**src/rtl/uart_pkg.sv**
```systemverilog
//==============================================================================
// Module  : uart_pkg
// Brief   : Shared UART constants, receive state encoding and parity helper.
// Revision: 1.0
//==============================================================================
`default_nettype none

package uart_pkg;

  typedef enum logic [2:0] {
    IDLE   = 3'd0,
    START  = 3'd1,
    DATA   = 3'd2,
    PARITY = 3'd3,
    STOP1  = 3'd4,
    STOP2  = 3'd5
  } rx_state_t;

  localparam int DATA_BITS  = 8;
  localparam int OVERSAMPLE = 16;
  localparam int SAMPLE_PT  = 7;

  // Even parity expects an even total count of ones; odd expects an odd count.
  function automatic logic parity_bad(input logic [DATA_BITS-1:0] data,
                                      input logic par_bit,
                                      input logic odd);
    return (^data ^ par_bit) != odd;
  endfunction

endpackage

`default_nettype wire

```
**src/rtl/uart_rx_core_if.sv**
```systemverilog
//==============================================================================
// Module  : uart_rx_core_if
// Brief   : Line, configuration and status bundle between rx core and its bus.
// Revision: 1.0
//==============================================================================
`default_nettype none

interface uart_rx_core_if import uart_pkg::*; ();

  logic                 rx_in;
  logic                 Rx_en;
  logic                 Two_stop;
  logic                 Odd_parity;
  logic                 rx_ack;
  logic [DATA_BITS-1:0] rx_data;
  logic                 rx_valid;
  logic                 parity_err;
  logic                 frame_err;
  logic                 overrun_err;
  logic                 rx_busy;

  modport master (
    output rx_in, Rx_en, Two_stop, Odd_parity, rx_ack,
    input  rx_data, rx_valid, parity_err, frame_err, overrun_err, rx_busy
  );

  modport slave (
    input  rx_in, Rx_en, Two_stop, Odd_parity, rx_ack,
    output rx_data, rx_valid, parity_err, frame_err, overrun_err, rx_busy
  );

endinterface

`default_nettype wire

```
**src/rtl/uart_rx_baud_gen.sv**
```systemverilog
//==============================================================================
// Module  : uart_rx_baud_gen
// Brief   : Free-running BAUD_DIV divider emitting a one-cycle oversample tick.
// Revision: 1.0
//==============================================================================
`default_nettype none

module uart_rx_baud_gen #(
  parameter int BAUD_DIV = 27
) (
  input  logic clk,
  input  logic reset,
  input  logic en_i,
  output logic tick_o
);

  localparam int CW = (BAUD_DIV > 2) ? $clog2(BAUD_DIV) : 1;

  logic [CW-1:0] cnt_q;
  logic          w_wrap;

  assign w_wrap = (cnt_q == CW'(BAUD_DIV - 1));
  assign tick_o = en_i & w_wrap;

  always_ff @(posedge clk) begin
    if (reset || !en_i) begin
      cnt_q <= '0;
    end else if (w_wrap) begin
      cnt_q <= '0;
    end else begin
      cnt_q <= cnt_q + 1'b1;
    end
  end

endmodule

`default_nettype wire

```
**src/rtl/uart_rx_core.sv**
```systemverilog
//==============================================================================
// Module  : uart_rx_core
// Brief   : 16x oversampling UART receiver, 8 data bits + parity + 1/2 stop.
// Revision: 1.0
//==============================================================================
`default_nettype none

module uart_rx_core import uart_pkg::*; #(
  parameter int BAUD_DIV = 27,
  parameter int SYNC_FF  = 2
) (
  input logic           clk,
  input logic           reset,
  uart_rx_core_if.slave bus
);

  localparam logic [2:0] S_IDLE   = IDLE;
  localparam logic [2:0] S_START  = START;
  localparam logic [2:0] S_DATA   = DATA;
  localparam logic [2:0] S_PARITY = PARITY;
  localparam logic [2:0] S_STOP1  = STOP1;
  localparam logic [2:0] S_STOP2  = STOP2;

  logic [SYNC_FF-1:0]   sync_q;
  logic                 line_q;
  logic [2:0]           state_q, state_d;
  logic [3:0]           os_cnt_q, os_cnt_d;
  logic [2:0]           bit_cnt_q, bit_cnt_d;
  logic [DATA_BITS-1:0] shift_q, shift_d;
  logic                 two_stop_q, two_stop_d, odd_q, odd_d;
  logic                 perr_acc_q, perr_acc_d, ferr_acc_q, ferr_acc_d;
  logic                 done_q, done_d;
  logic [DATA_BITS-1:0] data_q, data_d;
  logic                 valid_q, valid_d, perr_q, perr_d;
  logic                 ferr_q, ferr_d, ovr_q, ovr_d;
  logic                 w_tick, w_line, w_fall, w_sample;

  uart_rx_baud_gen #(.BAUD_DIV(BAUD_DIV)) u_baud (
    .clk   (clk),
    .reset (reset),
    .en_i  (bus.Rx_en),
    .tick_o(w_tick)
  );

  assign w_line   = sync_q[SYNC_FF-1];
  assign w_fall   = line_q & ~w_line;
  assign w_sample = w_tick && (os_cnt_q == 4'(SAMPLE_PT));

  always_comb begin
    state_d    = state_q;
    os_cnt_d   = os_cnt_q;
    bit_cnt_d  = bit_cnt_q;
    shift_d    = shift_q;
    two_stop_d = two_stop_q;
    odd_d      = odd_q;
    perr_acc_d = perr_acc_q;
    ferr_acc_d = ferr_acc_q;
    done_d     = 1'b0;
    data_d     = data_q;
    valid_d    = bus.rx_ack ? 1'b0 : valid_q;
    perr_d     = bus.rx_ack ? 1'b0 : perr_q;
    ferr_d     = bus.rx_ack ? 1'b0 : ferr_q;
    ovr_d      = bus.rx_ack ? 1'b0 : ovr_q;

    // An ack in the completion cycle frees the buffer for the new byte.
    if (done_q) begin
      if (valid_q && !bus.rx_ack) begin
        ovr_d = 1'b1;
      end else begin
        data_d  = shift_q;
        valid_d = 1'b1;
        perr_d  = perr_d | perr_acc_q;
        ferr_d  = ferr_d | ferr_acc_q;
      end
    end

    if (!bus.Rx_en) begin
      state_d = S_IDLE;
    end else if (state_q == S_IDLE) begin
      if (w_fall) begin
        state_d    = S_START;
        os_cnt_d   = '0;
        bit_cnt_d  = '0;
        two_stop_d = bus.Two_stop;
        odd_d      = bus.Odd_parity;
        perr_acc_d = 1'b0;
        ferr_acc_d = 1'b0;
      end
    end else begin
      if (w_tick) os_cnt_d = os_cnt_q + 1'b1;
      if (w_sample) begin
        case (state_q)
          S_START:  state_d = w_line ? S_IDLE : S_DATA;
          S_DATA: begin
            shift_d   = {w_line, shift_q[DATA_BITS-1:1]};
            bit_cnt_d = bit_cnt_q + 1'b1;
            if (bit_cnt_q == 3'(DATA_BITS - 1)) state_d = S_PARITY;
          end
          S_PARITY: begin
            perr_acc_d = parity_bad(shift_q, w_line, odd_q);
            state_d    = S_STOP1;
          end
          S_STOP1: begin
            if (!w_line) ferr_acc_d = 1'b1;
            if (two_stop_q) begin
              state_d = S_STOP2;
            end else begin
              state_d = S_IDLE;
              done_d  = 1'b1;
            end
          end
          S_STOP2: begin
            if (!w_line) ferr_acc_d = 1'b1;
            state_d = S_IDLE;
            done_d  = 1'b1;
          end
          default:  state_d = S_IDLE;
        endcase
      end
    end
  end

  always_ff @(posedge clk) begin
    if (reset) begin
      sync_q     <= '1;
      line_q     <= 1'b1;
      state_q    <= S_IDLE;
      os_cnt_q   <= '0;
      bit_cnt_q  <= '0;
      shift_q    <= '0;
      two_stop_q <= 1'b0;
      odd_q      <= 1'b0;
      perr_acc_q <= 1'b0;
      ferr_acc_q <= 1'b0;
      done_q     <= 1'b0;
      data_q     <= '0;
      valid_q    <= 1'b0;
      perr_q     <= 1'b0;
      ferr_q     <= 1'b0;
      ovr_q      <= 1'b0;
    end else begin
      sync_q     <= {sync_q[SYNC_FF-2:0], bus.rx_in};
      line_q     <= w_line;
      state_q    <= state_d;
      os_cnt_q   <= os_cnt_d;
      bit_cnt_q  <= bit_cnt_d;
      shift_q    <= shift_d;
      two_stop_q <= two_stop_d;
      odd_q      <= odd_d;
      perr_acc_q <= perr_acc_d;
      ferr_acc_q <= ferr_acc_d;
      done_q     <= done_d;
      data_q     <= data_d;
      valid_q    <= valid_d;
      perr_q     <= perr_d;
      ferr_q     <= ferr_d;
      ovr_q      <= ovr_d;
    end
  end

  assign bus.rx_data     = data_q;
  assign bus.rx_valid    = valid_q;
  assign bus.parity_err  = perr_q;
  assign bus.frame_err   = ferr_q;
  assign bus.overrun_err = ovr_q;
  assign bus.rx_busy     = (state_q != S_IDLE);

endmodule

`default_nettype wire
```
**src/flat_wrapper.sv**
```systemverilog
// flat-port wrapper written by rule: the top's interface ports become plain ports
module uart_rx_core_flat import uart_pkg::*;
#(
  parameter int BAUD_DIV = 27,
  parameter int SYNC_FF  = 2
)
  (clk, reset, bus_rx_in, bus_Rx_en, bus_Two_stop, bus_Odd_parity, bus_rx_ack, bus_rx_data, bus_rx_valid, bus_parity_err, bus_frame_err, bus_overrun_err, bus_rx_busy);
  uart_rx_core_if bus_i ();
  input logic clk;
  input logic reset;
  input wire logic [$bits(bus_i.rx_in)-1:0] bus_rx_in;
  input wire logic [$bits(bus_i.Rx_en)-1:0] bus_Rx_en;
  input wire logic [$bits(bus_i.Two_stop)-1:0] bus_Two_stop;
  input wire logic [$bits(bus_i.Odd_parity)-1:0] bus_Odd_parity;
  input wire logic [$bits(bus_i.rx_ack)-1:0] bus_rx_ack;
  output wire logic [$bits(bus_i.rx_data)-1:0] bus_rx_data;
  output wire logic [$bits(bus_i.rx_valid)-1:0] bus_rx_valid;
  output wire logic [$bits(bus_i.parity_err)-1:0] bus_parity_err;
  output wire logic [$bits(bus_i.frame_err)-1:0] bus_frame_err;
  output wire logic [$bits(bus_i.overrun_err)-1:0] bus_overrun_err;
  output wire logic [$bits(bus_i.rx_busy)-1:0] bus_rx_busy;
  assign bus_i.rx_in = bus_rx_in;
  assign bus_i.Rx_en = bus_Rx_en;
  assign bus_i.Two_stop = bus_Two_stop;
  assign bus_i.Odd_parity = bus_Odd_parity;
  assign bus_i.rx_ack = bus_rx_ack;
  assign bus_rx_data = bus_i.rx_data;
  assign bus_rx_valid = bus_i.rx_valid;
  assign bus_parity_err = bus_i.parity_err;
  assign bus_frame_err = bus_i.frame_err;
  assign bus_overrun_err = bus_i.overrun_err;
  assign bus_rx_busy = bus_i.rx_busy;
  uart_rx_core #(.BAUD_DIV(BAUD_DIV), .SYNC_FF(SYNC_FF)) u_core (.clk(clk), .reset(reset), .bus(bus_i));
endmodule
```
**config.mk**
```make
export PLATFORM = sky130hd
export DESIGN_NAME = uart_rx_core_flat
export DESIGN_NICKNAME = d
export VERILOG_FILES = /design/src/rtl/uart_pkg.sv /design/src/rtl/uart_rx_core_if.sv /design/src/rtl/uart_rx_baud_gen.sv /design/src/rtl/uart_rx_core.sv /design/src/flat_wrapper.sv
export SDC_FILE = /design/constraint.sdc
export NUM_CORES = 1
export LEC_CHECK = 0
export CAP_MARGIN = 30
export CORE_MARGIN = 4
export CORE_UTILIZATION = 50
export DETAILED_ROUTE_END_ITERATION = 6
export PLACE_DENSITY = 0.72
export SETUP_SLACK_MARGIN = 0.1
export SYNTH_ARGS = -nofsm -noshare
export SYNTH_HDL_FRONTEND = slang
export SYNTH_SLANG_ARGS = --single-unit
```
**constraint.sdc**
```tcl
create_clock -name clk -period 5.61 [get_ports clk]
set_clock_uncertainty 0.2 [all_clocks]
set_input_delay 0.561 -clock clk [delete_from_list [all_inputs] [get_ports clk]]
set_output_delay 0.561 -clock clk [all_outputs]
set_load 0.02 [all_outputs]
```
==> impl_metrics.toml <==
[worst_setup_path]
crit_path_top_delay_cell = "clkdlybuf4s50_1"
worstPathRequired_ns = 4.85
path_buf_inv = 1
cp-start-kind = "register"
worstReg2RegEnd = "u_core.bit_cnt_q[0]"
timing.rr.start = "u_core.u_baud.cnt_q[0]"
cp.arrival_ns = 1.84
r2r_slack_ns = 3.33
crit_chain = "or3_1 -> clkdlybuf4s50_1"
endpoint_kind = "output pin"
reg2reg_depth = 6
path_delay_family = "buffers and inverters"
critPathKind = "register to output pin"
crit_fanout = 13
max_stage_delay_ns = 0.65

[final_layout]
fin_cells = 272
fillCellCount = 341
fin_nets = 235
syn_to_final_growth_pct = 14.4
fin_util_pct = 59.6
diodes = 0
final_cell_mix = "dfxtp_1 (43), nor2_1 (25), a21oi_1 (19), clkdlybuf4s50_1 (19)"
drive_above_1_share_pct = 7.14
final_common_cell = "dfxtp_1"

[die]
die_y_um = 70.2
core_sq_um = 3720
start_util_pct = 52.1
die_area_sq_um = 4930
die-width_um = 70.2
num_io_pins = 20
row_count = 22

[sta]
rsz0062_at_grt = "no"
tightest_slew_ns = 0.596
finalSetupViolations = 0
period_needed_ns = 2.61
hold_violations = 0
min_period_over_period_pct = 46.4
fmax_mhz = 384
slew_violations = 0
setup_tns_ns = 0
slew_headroom_pct = 60.2

[cts]
numClockSinks = 43
cts_buffers = 5
root_buffer = "clkbuf_8"
clk_latency_ns = 0.30
postCtsSetupRepairBufs = 0
cts.reportedPaths.clkPinSlew_ns = 0.08
cts_hold_buf = 0
htreeDepth = 2
ctsResizeCount = 0
cts_buffer_depth = 2
cts_tree = "built"

[detailed_routing]
detail_route.wirelength_um = 3470
wl_per_cell_um = 12.8
dr.first_iter.drc_count = 90
via_per_inst = 5.41
drtPass1Iterations = 6
post-route-drc-count = 0
antenna_left = 0
num_vias = 1471

[global_routing]
grt_pass1_wl_um = 6050
grt_max_degree = 35
grt_pass1_vias = 1329
gr-total-overflow = 0
antenna_found_initial = 0
track_usage_pct = 15.1

[yosys]
ys_seq_elements = 43
syn_nets = 221
syn_avg_cell_area_sq_um = 9.27
async_flop_share_pct = 0
synth-edff-count = 0
synth_cells = 209
synth.distinct_cells = 43
seq_area_frac_synth_pct = 44.4
yosysWarnings = 0
ys.flop_type = "dfxtp_1"
syn_area_sq_um = 1940

[power_and_ir_drop]
internal-power_uw = 450
clkPwrFrac_pct = 42.0
p_comb_share_pct = 4.0
ir_drop_mv = 0.127
totalPowerFinal_uw = 572
switching_share_pct = 21.4
switching_power_uw = 122
pwr-share-seq_pct = 54.0
power.density_nw_per_um2 = 258
p_leak_nw = 0.842

[hold_path]
hp-start = "u_core.sync_q[0]"
hold_depth = 1
worstHoldEndpoint = "u_core.sync_q[1]"
min_path_type = "register to register"

[run_status]
status = "finished, final reports clean"

[job]
cap_violations = 0

[placed_design]
dpl.cell_count = 264
dpl.hpwl_um = 2380
io_buffer_count = 19
place_congestion = 0.811
## registers in the layout (all words and copies together) (netlist names), 2 cells and up
| name | count |
|---|---|
| u_core.u_baud.cnt_q | 5 |
| u_core.sync_q | 2 |
| u_core.bit_cnt_q | 3 |
| u_core.os_cnt_q | 4 |
| u_core.state_q | 3 |
| u_core.bus.rx_data | 8 |
| u_core.shift_q | 8 |
## cell type report
class / instances / area (sq um) / share of cell area (%)
inverter: 6 / 22.5 / 1.02
sequential: 43 / 861 / 38.8
timing repair buffer: 20 / 198 / 8.92
tap: 48 / 60.1 / 2.71
clock buffer: 5 / 68.8 / 3.11
multi-input combinational: 147 / 962 / 43.4
clock inverter: 3 / 43.8 / 1.98
## power groups by stage
stage,clock network (mW),logic [mW],registers [mW]
global placement,0,0.0226,0.316
floorplan,0,0.0171,0.315
global route,0.257,0.0249,0.309
CTS,0.246,0.0228,0.309
finish,0.240,0.0227,0.309
detailed placement,0,0.0227,0.316
## how the worst max path moves through the flow
stage,cells after the start,from,end
2_1_floorplan,6,bus_Rx_en,u_core.bit_cnt_q[0]
3_3_place_gp,5,bus_Rx_en,u_core.bit_cnt_q[0]
3_5_place_dp,5,bus_Rx_en,u_core.bit_cnt_q[0]
4_1_cts,2,u_core.state_q[1],bus_rx_busy
5_1_grt,2,u_core.state_q[1],bus_rx_busy
6_report,2,u_core.state_q[1],bus_rx_busy
## stage by stage
stage	instance area [sq um]	hold slack [ns]	worst slack, ns
3_5_place_dp	2100	0.198	2.77
6_report	2220	0.214	3.00
2_1_floorplan	1940	0.189	3.82
3_3_place_gp	2100	0.193	2.84
4_1_cts	2220	0.217	3.01
5_1_grt	2220	0.257	2.90
## cell usage after synthesis (2+ instances only)
cell      number  area share (%)
a41oi_1        2            0.90
xnor2_1        7             3.2
dfxtp_1       43              44
ha_1           5             3.2
mux2i_1       10             5.2
clkbuf_1       5            0.97
a21oi_1       19             4.9
nor3_1         4             1.0
inv_1          6             1.2
and4b_1        2             1.0
or4_1          2            0.77
o31ai_1        2            0.77
nand2_1       12             2.3
a211o_1        2            0.90
xor2_1         3             1.4
nand4b_1       3             1.4
nor2b_1        3            0.97
nand4_1        4             1.3
nand2b_1       4             1.3
nand3_1       12             3.1
a32oi_1        2            0.90
o21ai_0        6             1.6
nor2_1        25             4.8
buf_6          5             2.9
or2_2          3            0.97
## worst reg2reg max path: cells and delay by family, from the launching register on
kind	cells	cell delay (ns)
AOI/OAI and AO/OA	1	0.13
buffers and inverters	1	0.06
adders and majority gates	1	0.16
DFF	1	0.34
and+or+nand+nor	3	1.33
## cells by family (layout without fill, tap and decap cells)
| group | Yosys count | count (layout) | share of synthesized area (%) |
|---|---|---|---|
| AND/OR/NAND/NOR | 82 | 82 | 22.4 |
| flip-flops | 43 | 43 | 44.4 |
| XOR/XNOR | 11 | 11 | 5.68 |
| AO/OA/AOI/OAI | 39 | 39 | 13.2 |
| adder cells (fa/ha/maj) | 5 | 5 | 3.23 |
| buffers and inverters | 19 | 34 | 5.88 |
| multiplexers | 10 | 10 | 5.17 |
## per-layer routing
metal / GRT usage (%) / up-vias / part of all wire, %
met2: 21.4 / 27 / 44
met3: 4.46 / 6 / 3.7
li1: - / 755 / -
met4: 7.23 / 0 / 1.2
met5: 0 / - / 0
met1: 20.9 / 683 / 51
Note: power is estimated with default switching activity, not from simulation.
==> RTL edit, RTL diff (same settings) <==
`BAUD_DIV` is set to 27 in 3 places; all go to 54.
--- a/src/rtl/uart_rx_baud_gen.sv
+++ b/src/rtl/uart_rx_baud_gen.sv
@@ -6,7 +6,7 @@
 `default_nettype none
 
 module uart_rx_baud_gen #(
-  parameter int BAUD_DIV = 27
+  parameter int BAUD_DIV = 54
 ) (
   input  logic clk,
   input  logic reset,
--- a/src/rtl/uart_rx_core.sv
+++ b/src/rtl/uart_rx_core.sv
@@ -6,7 +6,7 @@
 `default_nettype none
 
 module uart_rx_core import uart_pkg::*; #(
-  parameter int BAUD_DIV = 27,
+  parameter int BAUD_DIV = 54,
   parameter int SYNC_FF  = 2
 ) (
   input logic           clk,
--- a/src/flat_wrapper.sv
+++ b/src/flat_wrapper.sv
@@ -1,7 +1,7 @@
 // flat-port wrapper written by rule: the top's interface ports become plain ports
 module uart_rx_core_flat import uart_pkg::*;
 #(
-  parameter int BAUD_DIV = 27,
+  parameter int BAUD_DIV = 54,
   parameter int SYNC_FF  = 2
 )
   (clk, reset, bus_rx_in, bus_Rx_en, bus_Two_stop, bus_Odd_parity, bus_rx_ack, bus_rx_data, bus_rx_valid, bus_parity_err, bus_frame_err, bus_overrun_err, bus_rx_busy);
Function: same outputs for any inputs over 10 cycles, from zero or initial values and one cycle with reset high; that may be too few to reach the edited logic, so the function may still have changed.
==> RTL edit against the original RTL <==
Register-to-register slack worse by 0.02 ns; wire length up 1.6%; synthesized area down 0.32%; fmax up 4.8%; sequential power up 2%; power down 5.4%; sequential cell count up 1; setup slack better by 0.12 ns; combinational power down 6%; cell area up 0.85%.
==> RTL edit: results (changes against the original RTL) <==
Setup path
  – WP data arrival: 1.73 ns (-0.11 ns)
  – CP max FO: 9 (-4)
  – Worst Setup SP: u_core.state_q[0]
  – RR Endpoint: u_core.shift_q[1]
  – R2R setup slack: 3.31 ns (-0.02 ns)

Synth
  – Mux share of post-synthesis cell area: 0.06740 (+0.01572)
  – Top cells by count, synth: dfxtp_1, nor2_1, a21oi_1, mux2i_1, nand2_1
  – Count of cell types in the netlist: 39 (-9.3%)
  – Area contributors post-synth: dfxtp_1, mux2i_1, nor2_1, xnor2_1, a21oi_1
  – Register area share after synthesis: 0.4563 (+0.01181)
  – Synth Area in Compound Gates: 0.09981 (-0.03198)
  – Adder-cell share of the synthesized area: 0.03240 (+0.0001047)

Status
  – Status: completed

Layout
  – Final net count: 238 (+1.3%)
  – Ratio of cells with drive above 1 in the final layout: 0.07930 (+0.007867)

Drt
  – Initial DRT Pass Iterations: 4 (-2)
  – WL final: 3522 µm (+1.6%)
  – Via/cell ratio: 5.349 (-1.1%)
  – Routed len/inst: 12.81 µm (+0.45%)

Global route
  – GRT Total Usage: 0.1517 (+0.0002271)
  – Vias in the first global route: 1,328 (-0.075%)
  – Global-route wire length before repair: 5982 µm (-1.1%)

Placement
  – Placer Congestion: 0.8683 (+7.1%)
  – Post-DP HPWL: 2487 µm (+4.4%)
  – Placed insts: 267 (+1.1%)

STA
  – Worst-Margin Slew: 0.8161 ns (+0.2203 ns)

Power
  – Internal Power: 0.0004235 W (-5.8%)
## RTL edit: area by class of cell
cell class / instances / area (µm²)
Inverter: 8 / 30.03
Sequential cell: 44 / 880.8
Clock inverter: 1 / 7.507
Multi-Input combinational cell: 147 / 972.2
Clock buffer: 7 / 86.33
Fill cell: 342 / 1454
Tap cell: 48 / 60.06
Timing Repair Buffer: 20 / 197.7
## RTL edit: per-layer routing
metal,vias to the layer above,routed length [µm],GRT usage
met1,692,1752,0.1961
met3,4,92,0.03597
met5,-,0,0
li1,757,-,-
met4,0,45,0.08936
met2,18,1630,0.2288
## RTL edit: cell families (layout without fill, tap and decap cells)
| logic type | Yosys count | count (layout) |
|---|---|---|
| AOI/OAI and AO/OA | 30 | 30 |
| and+or+nand+nor | 84 | 84 |
| xor gates and xnor gates | 15 | 15 |
| muxes | 13 | 13 |
| adders and majority gates | 5 | 5 |
| DFF | 44 | 44 |
| buffers and inverters | 18 | 36 |
## RTL edit: per-stage QoR
stage          hold slack [ns]  worst slack, ns  area [µm²]
2_1_floorplan           0.1895            3.805        1931
3_3_place_gp            0.1929            2.896        2141
3_5_place_dp            0.2019            2.886        2141
4_1_cts                 0.2205            3.119        2235
5_1_grt                 0.2399            3.032        2235
6_report                0.2171            3.124        2235
## RTL edit: critical path, cell delays in order (launching register included)
cell,delay (ns)
dfxtp_1,0.58
nor3_4,0.10
inv_2,0.13
clkdlybuf4s50_1,0.62
## RTL edit: power by group through the flow
stage / clock network [W] / logic (W) / registers (W)
CTS: 0.000211 / 0.0000216 / 0.000316
global route: 0.000224 / 0.0000235 / 0.000317
floorplan: 0 / 0.0000142 / 0.000322
global placement: 0 / 0.0000214 / 0.000323
detailed placement: 0 / 0.0000214 / 0.000324
finish: 0.000204 / 0.0000214 / 0.000316
